===== src/rtl/ahbl_apb_bridge_multi.sv =====
// AHB-Lite slave to APB3 master bridge with slot decode,
// PREADY wait states, optional PREADY timeout and error responses.
module ahbl_apb_bridge_multi #(
    parameter int NUM_SLAVES = 16,
    parameter int ADDR_WIDTH = 32,
    parameter int SLOT_LSB   = 8,
    parameter int TIMEOUT    = 0
) (
    input  logic                  HCLK,
    input  logic                  HRESET,
    input  logic                  HSEL,
    input  logic [ADDR_WIDTH-1:0] HADDR,
    input  logic                  HWRITE,
    input  logic [1:0]            HTRANS,
    input  logic [2:0]            HSIZE,
    input  logic [31:0]           HWDATA,
    input  logic                  HREADYIN,
    output logic                  HREADYOUT,
    output logic                  HRESP,
    output logic [31:0]           HRDATA,
    output logic [NUM_SLAVES-1:0] PSEL,
    output logic [ADDR_WIDTH-1:0] PADDR,
    output logic                  PWRITE,
    output logic                  PENABLE,
    output logic [31:0]           PWDATA,
    input  logic [31:0]           PRDATA,
    input  logic                  PREADY,
    input  logic                  PSLVERR
);
    localparam int CW = (TIMEOUT > 1) ? $clog2(TIMEOUT) : 1;
    localparam logic [CW-1:0] TLAST = CW'((TIMEOUT > 0) ? TIMEOUT - 1 : 0);

    typedef enum logic [2:0] {
        IDLE, CAPTURE, SETUP, ACCESS, ERR1, ERR2
    } state_t;

    state_t                  state;
    logic [ADDR_WIDTH-1:0]   addr_q;
    logic                    write_q;
    logic [3:0]              slot_q;
    logic [CW-1:0]           cnt;
    logic                    accept;
    logic [3:0]              slot_in;
    logic                    slot_ok;
    logic                    timed_out;
    logic [NUM_SLAVES-1:0]   sel_dec;
    logic                    unused_ok;

    assign accept    = HSEL & HTRANS[1] & HREADYIN;
    assign slot_in   = HADDR[SLOT_LSB+3:SLOT_LSB];
    assign slot_ok   = {1'b0, slot_in} < 5'(NUM_SLAVES);
    assign timed_out = (TIMEOUT > 0) && (cnt == TLAST);
    assign unused_ok = ^{HSIZE, HTRANS[0]};

    always_comb begin
        sel_dec = '0;
        for (int i = 0; i < NUM_SLAVES; i++)
            sel_dec[i] = (slot_q == 4'(i));
    end

    always_ff @(posedge HCLK or posedge HRESET) begin
        if (HRESET) begin
            state     <= IDLE;
            PSEL      <= '0;
            PENABLE   <= 1'b0;
            PADDR     <= '0;
            PWRITE    <= 1'b0;
            PWDATA    <= '0;
            HREADYOUT <= 1'b1;
            HRESP     <= 1'b0;
            HRDATA    <= '0;
            cnt       <= '0;
            addr_q    <= '0;
            write_q   <= 1'b0;
            slot_q    <= '0;
        end else begin
            unique case (state)
                IDLE, ERR2: begin
                    state     <= IDLE;
                    HREADYOUT <= 1'b1;
                    HRESP     <= 1'b0;
                    if (accept) begin
                        addr_q    <= HADDR;
                        write_q   <= HWRITE;
                        slot_q    <= slot_in;
                        HREADYOUT <= 1'b0;
                        // unpopulated slots never touch the APB side
                        if (slot_ok) begin
                            state <= CAPTURE;
                        end else begin
                            state <= ERR1;
                            HRESP <= 1'b1;
                        end
                    end
                end
                CAPTURE: begin
                    if (write_q) PWDATA <= HWDATA;
                    PSEL   <= sel_dec;
                    PADDR  <= addr_q;
                    PWRITE <= write_q;
                    state  <= SETUP;
                end
                SETUP: begin
                    PENABLE <= 1'b1;
                    state   <= ACCESS;
                end
                ACCESS: begin
                    if (PREADY || timed_out) begin
                        PSEL    <= '0;
                        PENABLE <= 1'b0;
                        cnt     <= '0;
                        if (PREADY && !PSLVERR) begin
                            state     <= IDLE;
                            HREADYOUT <= 1'b1;
                            if (!write_q) HRDATA <= PRDATA;
                        end else begin
                            state <= ERR1;
                            HRESP <= 1'b1;
                        end
                    end else begin
                        cnt <= cnt + 1'b1;
                    end
                end
                ERR1: begin
                    HREADYOUT <= 1'b1;
                    HRESP     <= 1'b1;
                    state     <= ERR2;
                end
                default: state <= IDLE;
            endcase
        end
    end
endmodule


===== config.mk =====
export PLATFORM = sky130hd
export DESIGN_NAME = ahbl_apb_bridge_multi
export DESIGN_NICKNAME = d
export VERILOG_FILES = /design/src/rtl/ahbl_apb_bridge_multi.sv
export SDC_FILE = /design/constraint.sdc
export NUM_CORES = 1
export LEC_CHECK = 0
export ABC_AREA = 1
export CORE_MARGIN = 2
export CORE_UTILIZATION = 40
export DETAILED_ROUTE_END_ITERATION = 12
export GPL_ROUTABILITY_DRIVEN = 0
export PLACE_DENSITY = 0.73
export SYNTH_ARGS = -nofsm -noshare
export SYNTH_HDL_FRONTEND = slang
export SYNTH_SLANG_ARGS = --single-unit

===== constraint.sdc =====
create_clock -name HCLK -period 7.4 [get_ports HCLK]
set_clock_uncertainty 0.1 [all_clocks]
set_input_delay 1.48 -clock HCLK [delete_from_list [all_inputs] [get_ports HCLK]]
set_output_delay 1.48 -clock HCLK [all_outputs]
set_load 0.05 [all_outputs]

Word-level counts from Yosys, hierarchy flattened:

Index checks and enable logic that the tools add are counted.

* register bits: 156
* input bits: 108
* output and inout bits: 116
* logic and storage cells: 68

* equal/unequal tests: 23
* muxes and demuxes: 15
* bitwise gates (word level): 3
* reduce and logical (&&, ||, !) cells: 15

Operators by type and width (number)
* $eq 4x4->1 const B: 8
* $pmux 16 s2: 1
* $eq 4x3->1 const B: 4
* $mux 16: 1
* $pmux 3 s5: 1
* $eq 4x2->1 const B: 2
* $reduce_and 2->1: 4
* $mux 1: 7
* $eq 3x2->1 const B: 2
* $eq 3x3->1 const B: 2
* $mux 3: 2
* $ne 2x2->1 const B: 3
* $pmux 1 s3: 2
* $reduce_and 3->1: 2
* $eq 4x1->1 const B: 1
* $logic_not 4->1: 1
* $reduce_and 4->1: 1
* $reduce_bool 2->1: 2
* $eq 3x1->1 const B: 1
* $logic_not 3->1: 1
* $reduce_bool 3->1: 1
* $and 1x1->1: 2
* $pmux 1 s2: 1
* $reduce_or 2->1: 1
* 3 further kinds: 3

Logic depth before layout (Yosys ltp):

* depth in word-level cells: 5
* gate-level depth with buffers: 7
* depth with buffers taken out: 7

Worst setup path before layout:

OpenSTA, ideal clock, no wires.

* path type: in2reg
* from: input port HSEL
* to: register state[0]
* library setup time: 0.134 ns
* data arrival time: 2.116 ns
* data required time: 7.166 ns
* slack: 5.050 ns
* stages: 5
* path buffers: 1
* path through: nand3_1 -> clkinv_1 -> nand2_2 -> buf_2 -> nand4_1

* cells in the longest elaborated chain, start to end: 4

Ends and longest elaborated chain
* from (decl): line 11 `input logic HSEL,`
* $and 1x1->1 (2 in a row): line 49 `assign accept = HSEL & HTRANS[1] & HREADYIN;`
* $mux 1: line 82 `if (accept) begin`
* $pmux 3 s5: line 77 `unique case (state)`
* to (signal assigned): line 79 `state <= IDLE;`
* to (signal assigned): line 89 `state <= CAPTURE;`
* to (signal assigned): line 91 `state <= ERR1;`
* to (decl): line 37 `state_t state;`

Every way passes these cells.
A chain may end at the register's enable or synchronous reset.

Final worst setup path:

* from: register state[2]
* to: register PWDATA[29]

* cells in the longest elaborated chain, start to end: 2

Ends and longest elaborated chain
* from (signal assigned): line 63 `state <= IDLE;`
* from (signal assigned): line 79
* from (signal assigned): line 89
* $eq 3x1->1: line 77
* $reduce_and 2->1 (no line)
* to (signal assigned): line 68 `PWDATA <= '0;`
* to (signal assigned): line 97 `if (write_q) PWDATA <= HWDATA;`
* to (decl): line 25 `output logic [31:0] PWDATA,`

Every way passes these cells.

==> results.md <==
* Met3 Wirelength at around 980 um
* Max_cap viols at 0
* CTS buffer count at 17
* Synthesized area at between 6000 and 7000 sq um
* FP Rows at 45
* Synthesis-to-finish area growth at 45.98%
* Most common cell after layout, fill and taps aside: nand2_1
* Least-Margin Pin Slew at roughly 1.2 ns
* RSZ-0062 raised after global routing: no
* Hold-fix buffers, CTS at 0
* Post_cts resized at 0
* Peak supply drop at between 0.2 and 0.25 mV
* # Post-CTS Setup Buffers at 0
* Largest net degree at the start of global routing at 91
* Setup crit end kind: register
* Status: complete, no violations
* Drt initial violations at 288
* ANT nets after route at 0
* Drt pass-1 iters at 4
* Core area at between 15000 and 20000 sq um
* Syn Nets at 788
* CP Max Fanout at 61
* Vias in the first global route at slightly below 5000
* Leakage Power at approximately 4.5 nW
* Worst-case headroom to the max-slew limit at 23.10%
* Critical Path Start Type: register
* Vias/cell at roughly 4.6
* Die Ht at 129.1 um
* Seq cells post-synth at around 150
* Initial antenna violation count at 1
* DR vias at 5086
* Detailed Route WL at about 16000 um
* Later-pin clock latency in the skew report at slightly above 0.4 ns
* DR top layer: met5
* # nets final at 996
* Worst-path clk slew at 0.06 ns
* R2R depth at 6
* Arrival @ worst endpoint at 4.23 ns
* Initial Util at between 40 and 50%
* Fin. max-slew vios at 0
* Yosys cell types at 19
* TNS Setup at 0 ns
* Critical setup path kind: register to register
* Endpoints failing setup at 0
* FMAX at around 250 MHz
* Final worst-path cycle share at between 50% and 60%
* First-pass GRT wire length at about 25000 um
* M1 wire length at just under 7000 um
* Worst r2r dst: PWDATA[29]
* Commonest cells after routing, fill and taps aside: 275 x nand2_1, 219 x clkdlybuf4s50_1, 151 x dfrtp_1
* Crit path launch: state[2]
* Reg2Reg Setup Slack at around 3.4 ns
* IO Port Bufs at between 200 and 250
* Clk buf depth at 2
* Fill cell count at around 1400
* Syn_area_per_cell at about 9.2 sq um
* Num ports at about 220
* Final hold violation count at 0
* YS warnings at 0
* CTS Root Cell: clkbuf_16
* Final Non-Filler Cells at 1112
* Cells after Synth at 680
* Die Area at ~17000 sq um
* Register area share after synthesis at 60.82%
* CTS tree: done
* Reg-to-reg startpoint: state[2]
* Setup crit end: PWDATA[29]
* Power Dens Cells at roughly 510 nW/um^2
* Ant diodes at 0
* GR Util All Layers at between 10% and 20%
* Grt ovf at 0
* Drc violations at 0
* Worst Hold Depth at 2
* DP Cell Count at 1080
* H-tree depth at 4
* Clock sink total at between 150 and 200
* Hpwl dp at 10240 um
* Hold WC Path Type: register to register
* Die Span X at ~130 um
* Final min period at 4.033 ns
* Critical path required time at around 7.6 ns
* Met2 WL at 7367 um
* Routed length per instance at 13.96 um
* Layout cells sized above 1 at about an eighth
## final cells by class
| type | count | area, sq um | area share [%] |
|---|---|---|---|
| Clock buffer | 19 | 452.9 | 4.960 |
| Clock inverter | 13 | 123.9 | 1.356 |
| Inverter | 50 | 192.7 | 2.110 |
| Multi-Input combinational cell | 444 | 2072 | 22.69 |
| Sequential cell | 152 | 3805 | 41.66 |
| Tap cell | 211 | 264.0 | 2.891 |
| Timing Repair Buffer | 223 | 2222 | 24.33 |
## critical path, cell delays in order (launching register included)
cell and delay [ns]:
dfrtp_1 0.44, inv_2 0.12, nand3_2 0.69, inv_2 1.15
nand2_1 1.02, nand2_1 0.30, nand2_1 0.07
## per-stage QoR
stage	utilization (%)	hold slack, ns	area [sq um]	total power, mW	setup WS, ns
detailed placement	56.07	0.3525	8556	3.857	3.271
floorplan	-	0.3422	6256	3.060	1.729
global route	59.85	0.3871	9133	4.933	2.844
global placement	56.07	0.3490	8556	3.821	3.316
CTS	59.85	0.3687	9133	4.703	3.251
finish	59.85	0.3671	9133	4.656	3.367
## per-layer routing
layer  global-route usage (%)  vias up
met5                        0        -
met4                    7.225        2
met3                    4.996       18
met1                    24.40     2372
li1                         -     2540
met2                    31.03      154
## cell usage after synthesis
cell type	instances	area, sq um
nand3_1	85	425.4
nand2_1	275	1032
inv_1	46	172.7
buf_6	6	67.56
nand2_2	31	193.9
buf_2	15	75.07
nor2_4	1	11.26
o21ai_2	32	280.3
dfstp_2	1	26.28
nand3_2	2	20.02
nand4_1	1	6.260
dfrtp_1	151	3779
clkbuf_1	13	48.80
o21ai_4	1	16.27
nand4_4	1	21.27
clkinv_1	1	3.750
o21ai_0	7	35.03
nor2_1	8	30.03
inv_2	3	11.26
## power breakdown
part           total (mW)  internal, mW  switching, mW
clock               0.831         0.482          0.349
combinational        2.39         0.750           1.64
sequential           1.43          1.21          0.222
## flip-flops by register name (all words and copies together), names as in the netlist
signal     cells
HRDATA        32
PADDR         32
PWDATA        32
addr_q        32
PSEL          16
state          3
HREADYOUT      1
HRESP          1
PENABLE        1
PWRITE         1
write_q        1
## logic make-up (layout without fill, tap and decap cells)
| logic type | count (synthesis) | in the layout | share of synthesized area, % |
|---|---|---|---|
| AOI/OAI and AO/OA | 40 | 40 | 5.300 |
| and+or+nand+nor | 404 | 404 | 27.82 |
| DFF | 152 | 152 | 60.82 |
| buffers and inverters | 84 | 305 | 6.060 |
## worst min-delay path by stage
stage                           from        end  slack (ns)
after floorplan            addr_q[0]   PADDR[0]        0.34
final                     addr_q[18]  PADDR[18]        0.37
after detailed placement  addr_q[18]  PADDR[18]        0.35
after CTS                  addr_q[4]   PADDR[4]        0.37
after global routing       PWDATA[6]  PWDATA[6]        0.39
after global placement     addr_q[4]   PADDR[4]        0.35
No activity file was read; power rests on OpenSTA's default activity.
